<file path="config.mk">
export PLATFORM = sky130hd
export DESIGN_NAME = mem_port_arbiter
export DESIGN_NICKNAME = d
export VERILOG_FILES = /design/src/rtl/mem_port_arbiter.sv
export SDC_FILE = /design/constraint.sdc
export NUM_CORES = 1
export LEC_CHECK = 0
export ABC_AREA = 1
export CORE_MARGIN = 3
export CORE_UTILIZATION = 37
export DETAILED_ROUTE_END_ITERATION = 10
export HOLD_SLACK_MARGIN = 0.03
export PLACE_DENSITY_LB_ADDON = 0.25
export SLEW_MARGIN = 10
export SYNTH_ARGS = -nofsm -noshare
export SYNTH_HDL_FRONTEND = slang
export SYNTH_SLANG_ARGS = --single-unit
</file>
<file path="constraint.sdc">
create_clock -name clk -period 1.65 [get_ports clk]
set_clock_uncertainty 0.05 [all_clocks]
set_input_delay 0.165 -clock clk [delete_from_list [all_inputs] [get_ports clk]]
set_output_delay 0.165 -clock clk [all_outputs]
set_load 0.1 [all_outputs]
</file>
<file path="src/rtl/mem_port_arbiter.sv">
// Round-robin arbiter/sequencer for the shared data-memory port used by cpu0
// and cpu1. One transaction at a time: latch the winner's request, strobe
// the memory for one cycle, wait for ready (bounded by a watchdog), then
// return a one-cycle done (with err on timeout) to the owner.
module mem_port_arbiter #(
    parameter int ADDR_W  = 13,
    parameter int DATA_W  = 16,
    parameter int TIMEOUT = 15
) (
    input  logic              clk,
    input  logic              rst,
    input  logic              req0,
    input  logic              req1,
    input  logic              we0,
    input  logic              we1,
    input  logic [ADDR_W-1:0] addr0,
    input  logic [ADDR_W-1:0] addr1,
    input  logic [DATA_W-1:0] wdata0,
    input  logic [DATA_W-1:0] wdata1,
    input  logic              mem_rdy,
    input  logic [DATA_W-1:0] mem_rdata,
    output logic              mem_re,
    output logic              mem_we,
    output logic [ADDR_W-1:0] mem_addr,
    output logic [DATA_W-1:0] mem_wdata,
    output logic              gnt0,
    output logic              gnt1,
    output logic              done0,
    output logic              done1,
    output logic [DATA_W-1:0] rdata,
    output logic              err
);

    typedef enum logic [1:0] {IDLE, ISSUE, WAIT, DONE} state_t;

    localparam logic [7:0] TMO = 8'(TIMEOUT);

    state_t            state_q, state_d;
    logic              owner_q, owner_d;
    logic              prio_q, prio_d;
    logic              we_q, we_d;
    logic              err_q, err_d;
    logic [ADDR_W-1:0] addr_q, addr_d;
    logic [DATA_W-1:0] wdata_q, wdata_d;
    logic [DATA_W-1:0] rdata_q, rdata_d;
    logic [7:0]        cnt_q, cnt_d;
    logic              win;

    // Next-state: arbitration in IDLE, strobe in ISSUE, watchdog in WAIT,
    // pointer hand-off in DONE. err_d only rises on the transition into DONE,
    // so err_q is high exactly for the DONE cycle of a timed-out access.
    always_comb begin
        state_d = state_q;
        owner_d = owner_q;
        prio_d  = prio_q;
        we_d    = we_q;
        addr_d  = addr_q;
        wdata_d = wdata_q;
        rdata_d = rdata_q;
        cnt_d   = cnt_q;
        err_d   = 1'b0;
        win     = prio_q;
        case (state_q)
            IDLE: begin
                if (req0 || req1) begin
                    win     = (req0 && req1) ? prio_q : req1;
                    owner_d = win;
                    we_d    = win ? we1 : we0;
                    addr_d  = win ? addr1 : addr0;
                    wdata_d = win ? wdata1 : wdata0;
                    state_d = ISSUE;
                end
            end
            ISSUE: begin
                cnt_d   = '0;
                state_d = WAIT;
            end
            WAIT: begin
                // A ready in the same cycle the watchdog expires wins.
                if (mem_rdy) begin
                    if (!we_q) rdata_d = mem_rdata;
                    state_d = DONE;
                end else begin
                    if (cnt_q != 8'hFF) cnt_d = cnt_q + 8'd1;
                    if (cnt_d == TMO) begin
                        err_d   = 1'b1;
                        state_d = DONE;
                    end
                end
            end
            DONE: begin
                prio_d  = ~owner_q;
                state_d = IDLE;
            end
            default: state_d = IDLE;
        endcase
    end

    // State and latch registers; reset aborts any access in flight.
    always_ff @(posedge clk or posedge rst) begin
        if (rst) begin
            state_q <= IDLE;
            owner_q <= 1'b0;
            prio_q  <= 1'b0;
            we_q    <= 1'b0;
            err_q   <= 1'b0;
            addr_q  <= '0;
            wdata_q <= '0;
            rdata_q <= '0;
            cnt_q   <= '0;
        end else begin
            state_q <= state_d;
            owner_q <= owner_d;
            prio_q  <= prio_d;
            we_q    <= we_d;
            err_q   <= err_d;
            addr_q  <= addr_d;
            wdata_q <= wdata_d;
            rdata_q <= rdata_d;
            cnt_q   <= cnt_d;
        end
    end

    // Outputs decode registered state only; no input reaches an output.
    assign mem_re    = (state_q == ISSUE) && !we_q;
    assign mem_we    = (state_q == ISSUE) && we_q;
    assign mem_addr  = addr_q;
    assign mem_wdata = wdata_q;
    assign gnt0      = (state_q != IDLE) && !owner_q;
    assign gnt1      = (state_q != IDLE) && owner_q;
    assign done0     = (state_q == DONE) && !owner_q;
    assign done1     = (state_q == DONE) && owner_q;
    assign rdata     = rdata_q;
    assign err       = err_q;

endmodule

</file>
Word level (Yosys, flattened, before mapping)
Index checks and enable logic that the tools add are counted.
Storage, ports and cells
  register bits: 59
  bits of input ports: 81
  output and inout port bits: 52
  word-level logic and storage cells: 53
Cells by class
  $add $sub $neg: 1
  eq/ne operators: 8
  mux-type cells: 16
  bitwise logic cells: 2
  reductions and logical operators: 17
Operator list (count)
  $mux 8: 4
  $mux 16: 1
  $pmux 8 s2: 1
  $mux 13: 1
  $add 8x1->8 const B: 1
  $eq 8x4->1 const B: 1
  $ne 8x8->1 const B: 1
  $pmux 2 s4: 1
  $logic_and 1x1->1: 7
  $mux 2: 3
  $reduce_and 2->1: 3
  $mux 1: 5
  $eq 2x2->1 const B: 2
  $ne 2x2->1 const B: 2
  $reduce_bool 2->1: 2
  $ne 3x3->1 const B: 1
  $reduce_and 3->1: 1
  $eq 2x1->1 const B: 1
  $logic_not 1->1: 2
  $logic_not 2->1: 1
  $not 1->1: 2
  $logic_or 1x1->1: 1

Logic depth before layout (Yosys ltp)
Gate-level depths: netlist of run 1.
  depth after elaboration: 8
  depth in mapped cells: 13
  gate-level depth less buffers: 13

Least setup slack after synthesis of run 1
OpenSTA, ideal clock, no wires.
  kind: reg2out
  start: register state_q[0]
  end: output gnt1
  arrival time: 1.943 ns
  required time: 1.435 ns
  path slack: -0.508 ns
  stages on the path, launching flop included: 4
  buffers on the path: 0
  cells stage by stage: dfrtp_1 > inv_1 > ha_1 > nor2_1
On the way
  cells in the longest elaborated chain, start to end: 2
Ends and longest elaborated chain
  start: declaration: line 38  | state_t state_q, state_d;
  start signal: assignment: line 112  | state_q <= state_d;
  $reduce_bool 2->1: line 130  | assign gnt1 = (state_q != IDLE) && owner_q;
  $logic_and 1x1->1: line 130
  end: declaration: line 27  | output logic gnt1,
No other way between the ends.

Worst setup path in the final report of run 1
  start: register cnt_q[1]
  end: register state_q[1]
On the way
  cells in the longest elaborated chain, start to end: 7
  elaborated cells between the ends (all ways): 8
  those cells by class: add/sub: 1; eq/ne: 3; mux: 3; reduce/logical: 1
Ends and longest elaborated chain
  start: declaration: line 46  | logic [7:0] cnt_q, cnt_d;
  start signal: assignment: line 120  | cnt_q <= cnt_d;
  $add 8x1->8 / $ne 8x8->1 (equally long branches): line 84  | if (cnt_q != 8'hFF) cnt_d = cnt_q + 8'd1;
  $mux 8 (*): line 84
  $mux 8 (*): line 80  | if (mem_rdy) begin
  $mux 8 (*): line 63  | case (state_q)
  $eq 8x4->1 (*): line 85  | if (cnt_d == TMO) begin
  $ne 3x3->1 (no line) (*)
  $reduce_and 2->1 (no line) (*)
Mark *: on every way between the ends. The rest lies on a longest branch, timed or not. The select of a mux whose other input is x is not followed.
A chain may end at the register's enable or synchronous reset.

==> summary.txt, run 1 <==
Die span in x - 93.2 microns
Wl on met1 - 3210 microns
Clock Sink Count - 59
Tmin final - 1.71 ns
Final setup violation count - 3
CP cell instances - ha_4 -> nand2_4 -> nor2_4 -> nand2_4 -> nand2_1 -> inv_1 -> nor2_2 -> nand3_2 -> nand2_2 -> nand2_2 -> nand2_1 -> nand2_1
GRT overflow - 0
Core area - 0.00733 sq mm
Residual DRC count - 0
Number of H-tree levels - 3
Gr usage total - 19.4%
Detailed Place HPWL - 6260 microns
Std cell rows - 31
Commonest non-fill, non-tap cell in the layout - clkdlybuf4s50_1
Setup WS pre-CTS - 0.00553 ns
RSZ-0062 raised after global routing - yes
Worst slew margin relative to its limit - 84.2%
First-pass detailed-route iteration total - 4
Final hold violation count - 0
Io pins - 133
Most common cell on crit path - nand2_1
Crit-path max FO - 6
CP delay by family, top - simple AND/OR/NAND/NOR gates
Clock latency on the worst-skew pair - 0.33 ns
Ratio of cells with drive above 1 in the final layout - 30.1%
Via count - 2822
Failing checks - negative setup slack
Worst R2R Setup Slack - -0.06 ns
Mapped cell area - 0.00281 sq mm
Avg WL per Cell - 14.7 microns
Final period util - 104%
Min-delay worst type - input pin to async pin
Transition time of the tightest slew-check pin - 0.235 ns
Synthesized net count - 408
Commonest non-fill, non-tap cells in the layout - 80 x clkdlybuf4s50_1, 58 x dfrtp_1, 56 x o21ai_0, 56 x nand2_1, 54 x buf_12
CP max-delay cell - dfrtp_1
Syn Inst Count - 322
Critical path arrival - 1.89 ns
CTS Root Buffer Type - clkbuf_8
Ys Warns - 0
Post-DRT Antenna Nets - 0
Largest net degree at the start of global routing - 40
Worst EP required - 1.82 ns
Chip height - 93.2 microns
Dpl cell area - 0.00491 sq mm
Slowest Stage Delay on Critical Path - 0.41 ns
DR iter-0 viols - 163
Wire length on met3 - 911 microns
Slew Limit Fails - 0
Final WL - 8510 microns
Design area - 0.00522 sq mm
# hold bufs at CTS - 0
CP Launch Type - flip-flop
Fin Setup TNS - -0.104 ns
Maximum buffer depth of the clock tree - 2
Crit. End Element - flip-flop
First-pass GRT wire length - 13100 microns
Crit path kind - flip-flop to flip-flop
CTS buffer count - 9
CP bufs+invs - 1
Starting Density - 38.4%
FMAX - 585 MHz
# diodes - 0
CTS clk-pin slew, worst paths - 0.07 ns
Initial antenna violation count - 0
Max-cap viol count - 0
Max Used Layer - met4
Number of global-route vias before repair - 2809
Worst setup margin - -0.0607 ns
Final RePlAce weighted congestion - 0.913
Final net count - 560
Routed wl met2 - 4170 microns
Status - complete, but fails checks
Synth unique cells - 25
Synthesized area per cell - 8.74 sq um
CTS tree - built
Die Footprint - 0.00868 sq mm
Seq/Total Area, Yosys - 52.5%
FF+latch count, synth - 59
PortBufs - 132
Vias per cell - 4.88
Layout area overhead - 85.5%
==> state kept, by name, indices dropped and copies added (netlist names) <==
register	count
cnt_q	8
owner_q	1
err	1
prio_q	1
mem_addr	13
state_q	2
we_q	1
rdata	16
mem_wdata	16
==> metal layers <==
layer | vias to the layer above | track usage (%)
li1 | 1358 | -
met1 | 1302 | 21.5
met2 | 139 | 32.8
met3 | 23 | 8.13
met4 | 0 | 7.94
met5 | - | 0
==> area by class of cell <==
class	count	area, sq um
clock buffers	10	128
well taps	99	124
flip-flops and latches	59	1480
inverters	26	104
clock inverters	6	41.3
fillers	527	2110
multi-input cells	224	1300
repair buffers	154	2040
==> synth_stat cells <==
cell / n / area [sq um]
nand3_2: 2 / 20.0
clkinv_1: 1 / 3.75
buf_2: 3 / 15.0
clkinv_2: 1 / 5.00
a31oi_1: 1 / 6.26
nor2_2: 3 / 18.8
dfrtp_1: 59 / 1480
nor4_1: 1 / 6.26
nor3_1: 2 / 10.0
nor2_1: 42 / 158
nand2_4: 1 / 11.3
ha_1: 5 / 62.6
o21ai_0: 57 / 285
nand2_2: 3 / 18.8
xor2_1: 1 / 8.76
nand3_1: 13 / 65.1
nand2_1: 60 / 225
o22ai_1: 4 / 25.0
nor2_4: 2 / 22.5
clkbuf_1: 10 / 37.5
o31ai_1: 1 / 7.51
mux2_2: 16 / 180
inv_1: 24 / 90.1
o21ai_1: 9 / 45.0
a21oi_2: 1 / 8.76
==> worst register-to-register path, cell delays in order, from the launching register on <==
cell and delay [ns]:
dfrtp_1 0.41, ha_4 0.19, nand2_4 0.06, nor2_4 0.16, nand2_4 0.10, nand2_1 0.08
inv_1 0.06, nor2_2 0.10, nand3_2 0.11, nand2_2 0.11, nand2_2 0.05, nand2_1 0.07
nand2_1 0.05
==> logic make-up after synthesis <==
| family | synth area share (%) |
|---|---|
| simple gates | 19.8 |
| compound gates | 13.4 |
| flops | 52.5 |
| buf+inv | 5.38 |
| mux | 6.41 |
| fa+ha+maj | 2.22 |
| xor+xnor | 0.311 |
==> through the flow <==
| stage | hold slack [ns] | cells | utilization (%) |
|---|---|---|---|
| after global routing | 0.218 | 578 | 71.2 |
| after floorplan | 0.215 | 322 | - |
| after detailed placement | 0.487 | 558 | 67.0 |
| final | 0.193 | 578 | 71.2 |
| after CTS | 0.193 | 576 | 69.6 |
| after global placement | 0.476 | 558 | 67.0 |
==> path summary, 6_finish.rpt <==
kind / start / endpoint / cells after the start
worst min-delay path: rst / mem_wdata[8] / 3
worst max-delay path: cnt_q[1] / state_q[1] / 12
min in group clk: wdata1[9] / mem_wdata[9] / 3
max in group asynchronous: rst / cnt_q[2] / 3
worst max register to register: cnt_q[1] / state_q[1] / 12
worst min register to register: prio_q / prio_q / 2
==> repair_timing <==
action / 4_1_cts / 5_1_grt
setup buffers: 2 / 2
pin swaps: 1 / 10
setup endpoints to repair: 3 / 27
resized for setup: 3 / 29
Power of run 1 is not shown: default switching activity piles up to over one toggle a cycle in this logic, so the estimate is an artifact.
==> run 2, diff against run 1 <==
--- a/config.mk
+++ b/config.mk
@@ -9,6 +9,7 @@
 export CORE_MARGIN = 3
 export CORE_UTILIZATION = 37
 export DETAILED_ROUTE_END_ITERATION = 10
+export GPL_TIMING_DRIVEN = 0
 export HOLD_SLACK_MARGIN = 0.03
 export PLACE_DENSITY_LB_ADDON = 0.25
 export SLEW_MARGIN = 10
==> summary.txt, run 2 (synthesis results as in run 1) <==
Transition time of the tightest slew-check pin - 0.701 ns
Wl on met1 - 3380 microns
Non-filler cells in the finished layout - 582
Max Used Layer - met4
Gr usage total - 18.9%
Final setup violation count - 9
Crit path kind - flip-flop to flip-flop
Initial antenna violation count - 0
Starting Density - 38.4%
Cells after DPL - 554
Clock Sink Count - 59
Slowest Stage Delay on Critical Path - 0.44 ns
Worst slew margin relative to its limit - 53.1%
PortBufs - 132
Hold slack - 0.255 ns
CP max-delay cell - dfrtp_2
Commonest non-fill, non-tap cell in the layout - clkdlybuf4s50_1
Tmin final - 1.70 ns
Commonest non-fill, non-tap cells in the layout - 80 x clkdlybuf4s50_1, 57 x dfrtp_1, 46 x clkdlybuf4s15_2, 43 x o21ai_0, 43 x nand2_1
Final net count - 564
Final RePlAce weighted congestion - 0.906
Worst EP required - 1.82 ns
Routed wl met2 - 4030 microns
First-pass detailed-route iteration total - 4
Final hold violation count - 0
Via count - 2804
Ratio of cells with drive above 1 in the final layout - 33.5%
Layout area overhead - 75.8%
Core area - 0.00733 sq mm
Slew Limit Fails - 0
Maximum buffer depth of the clock tree - 2
Wire length on met3 - 867 microns
Critical path arrival - 1.87 ns
FMAX - 589 MHz
GRT overflow - 0
CTS tree - built
CP Launch Type - flip-flop
Crit-path max FO - 6
Number of H-tree levels - 3
Post-DRT Antenna Nets - 0
CTS Root Buffer Type - clkbuf_8
Detailed Place HPWL - 6040 microns
Status - complete, but fails checks
Largest net degree at the start of global routing - 31
Min-delay worst type - input pin to async pin
Crit. End Element - flip-flop
Std cell rows - 31
Fin Setup TNS - -0.251 ns
Max-cap viol count - 0
DR iter-0 viols - 120
Final WL - 8350 microns
# diodes - 0
Residual DRC count - 0
Vias per cell - 4.82
RSZ-0062 raised after global routing - yes
Die span in x - 93.2 microns
Number of global-route vias before repair - 2763
Chip height - 93.2 microns
CTS buffer count - 9
CP cell instances - ha_4 -> nand2_4 -> nor2_4 -> nand2_4 -> nand2_2 -> nand2_2 -> nand2_2 -> nor2_2 -> nand3_2 -> nand2_2 -> nand2_2 -> nand2_2 -> nand2_1
Final period util - 103%
Most common cell on crit path - nand2_2
Die Footprint - 0.00868 sq mm
Clock latency on the worst-skew pair - 0.33 ns
Fill count - 550
CP bufs+invs - 0
Failing checks - negative setup slack
First-pass GRT wire length - 13100 microns
CTS clk-pin slew, worst paths - 0.07 ns
Worst setup margin - -0.0471 ns
CP delay by family, top - simple AND/OR/NAND/NOR gates
Io pins - 133
Avg WL per Cell - 14.3 microns
-- run 2: cell type report --
| type | instances | area [sq um] | share of cell area, % |
|---|---|---|---|
| plain buffers | 13 | 105 | 2.13 |
| clock buffers | 11 | 151 | 3.06 |
| clock inverters | 5 | 36.3 | 0.734 |
| inverters | 26 | 109 | 2.20 |
| multi-input cells | 224 | 1370 | 27.6 |
| flip-flops and latches | 59 | 1480 | 29.9 |
| well taps | 99 | 124 | 2.51 |
| repair buffers | 145 | 1570 | 31.8 |
-- run 2: worst register-to-register path: cells and delay by family, from the launching register on --
family	cells	cell delay (ns)
simple gates	12	0.90
fa+ha+maj	1	0.19
flops	1	0.44
-- run 2: layer usage --
metal	track usage, %	vias up
li1	-	1371
met1	23.4	1290
met2	30.1	134
met3	9.01	9
met4	4.03	0
met5	0	-
-- run 2: repair_timing --
action | in CTS | in global routing
gates cloned | 0 | 2
gates resized for setup | 203 | 80
pin swaps | 1 | 12
endpoints found under the setup margin | 104 | 46
hold buffers | 0 | 0
setup buffers | 2 | 8
hold endpoints to repair | 0 | 0
-- run 2: path summary, 6_finish.rpt --
check | from | end | slack (ns) | depth (start not counted)
setup / recovery | cnt_q[0] | state_q[0] | -0.05 | 13
min in group clk | wdata1[3] | mem_wdata[3] | 0.38 | 3
hold / removal | rst | mem_wdata[11] | 0.26 | 2
max in group asynchronous | rst | cnt_q[0] | 0.71 | 3
hold reg to reg | mem_addr[3] | mem_addr[3] | 0.45 | 2
setup reg to reg | cnt_q[0] | state_q[0] | -0.05 | 13
-- run 2: through the flow --
| stage | utilization, % | area (sq um) | setup slack [ns] |
|---|---|---|---|
| 2_1_floorplan | - | 2830 | -0.0649 |
| 3_3_place_gp | 58.3 | 4280 | -0.575 |
| 3_5_place_dp | 58.6 | 4300 | -0.586 |
| 4_1_cts | 63.3 | 4640 | -0.0146 |
| 5_1_grt | 67.5 | 4940 | -0.158 |
| 6_report | 67.5 | 4940 | -0.0471 |
Power of run 2 is left out for the same reason.
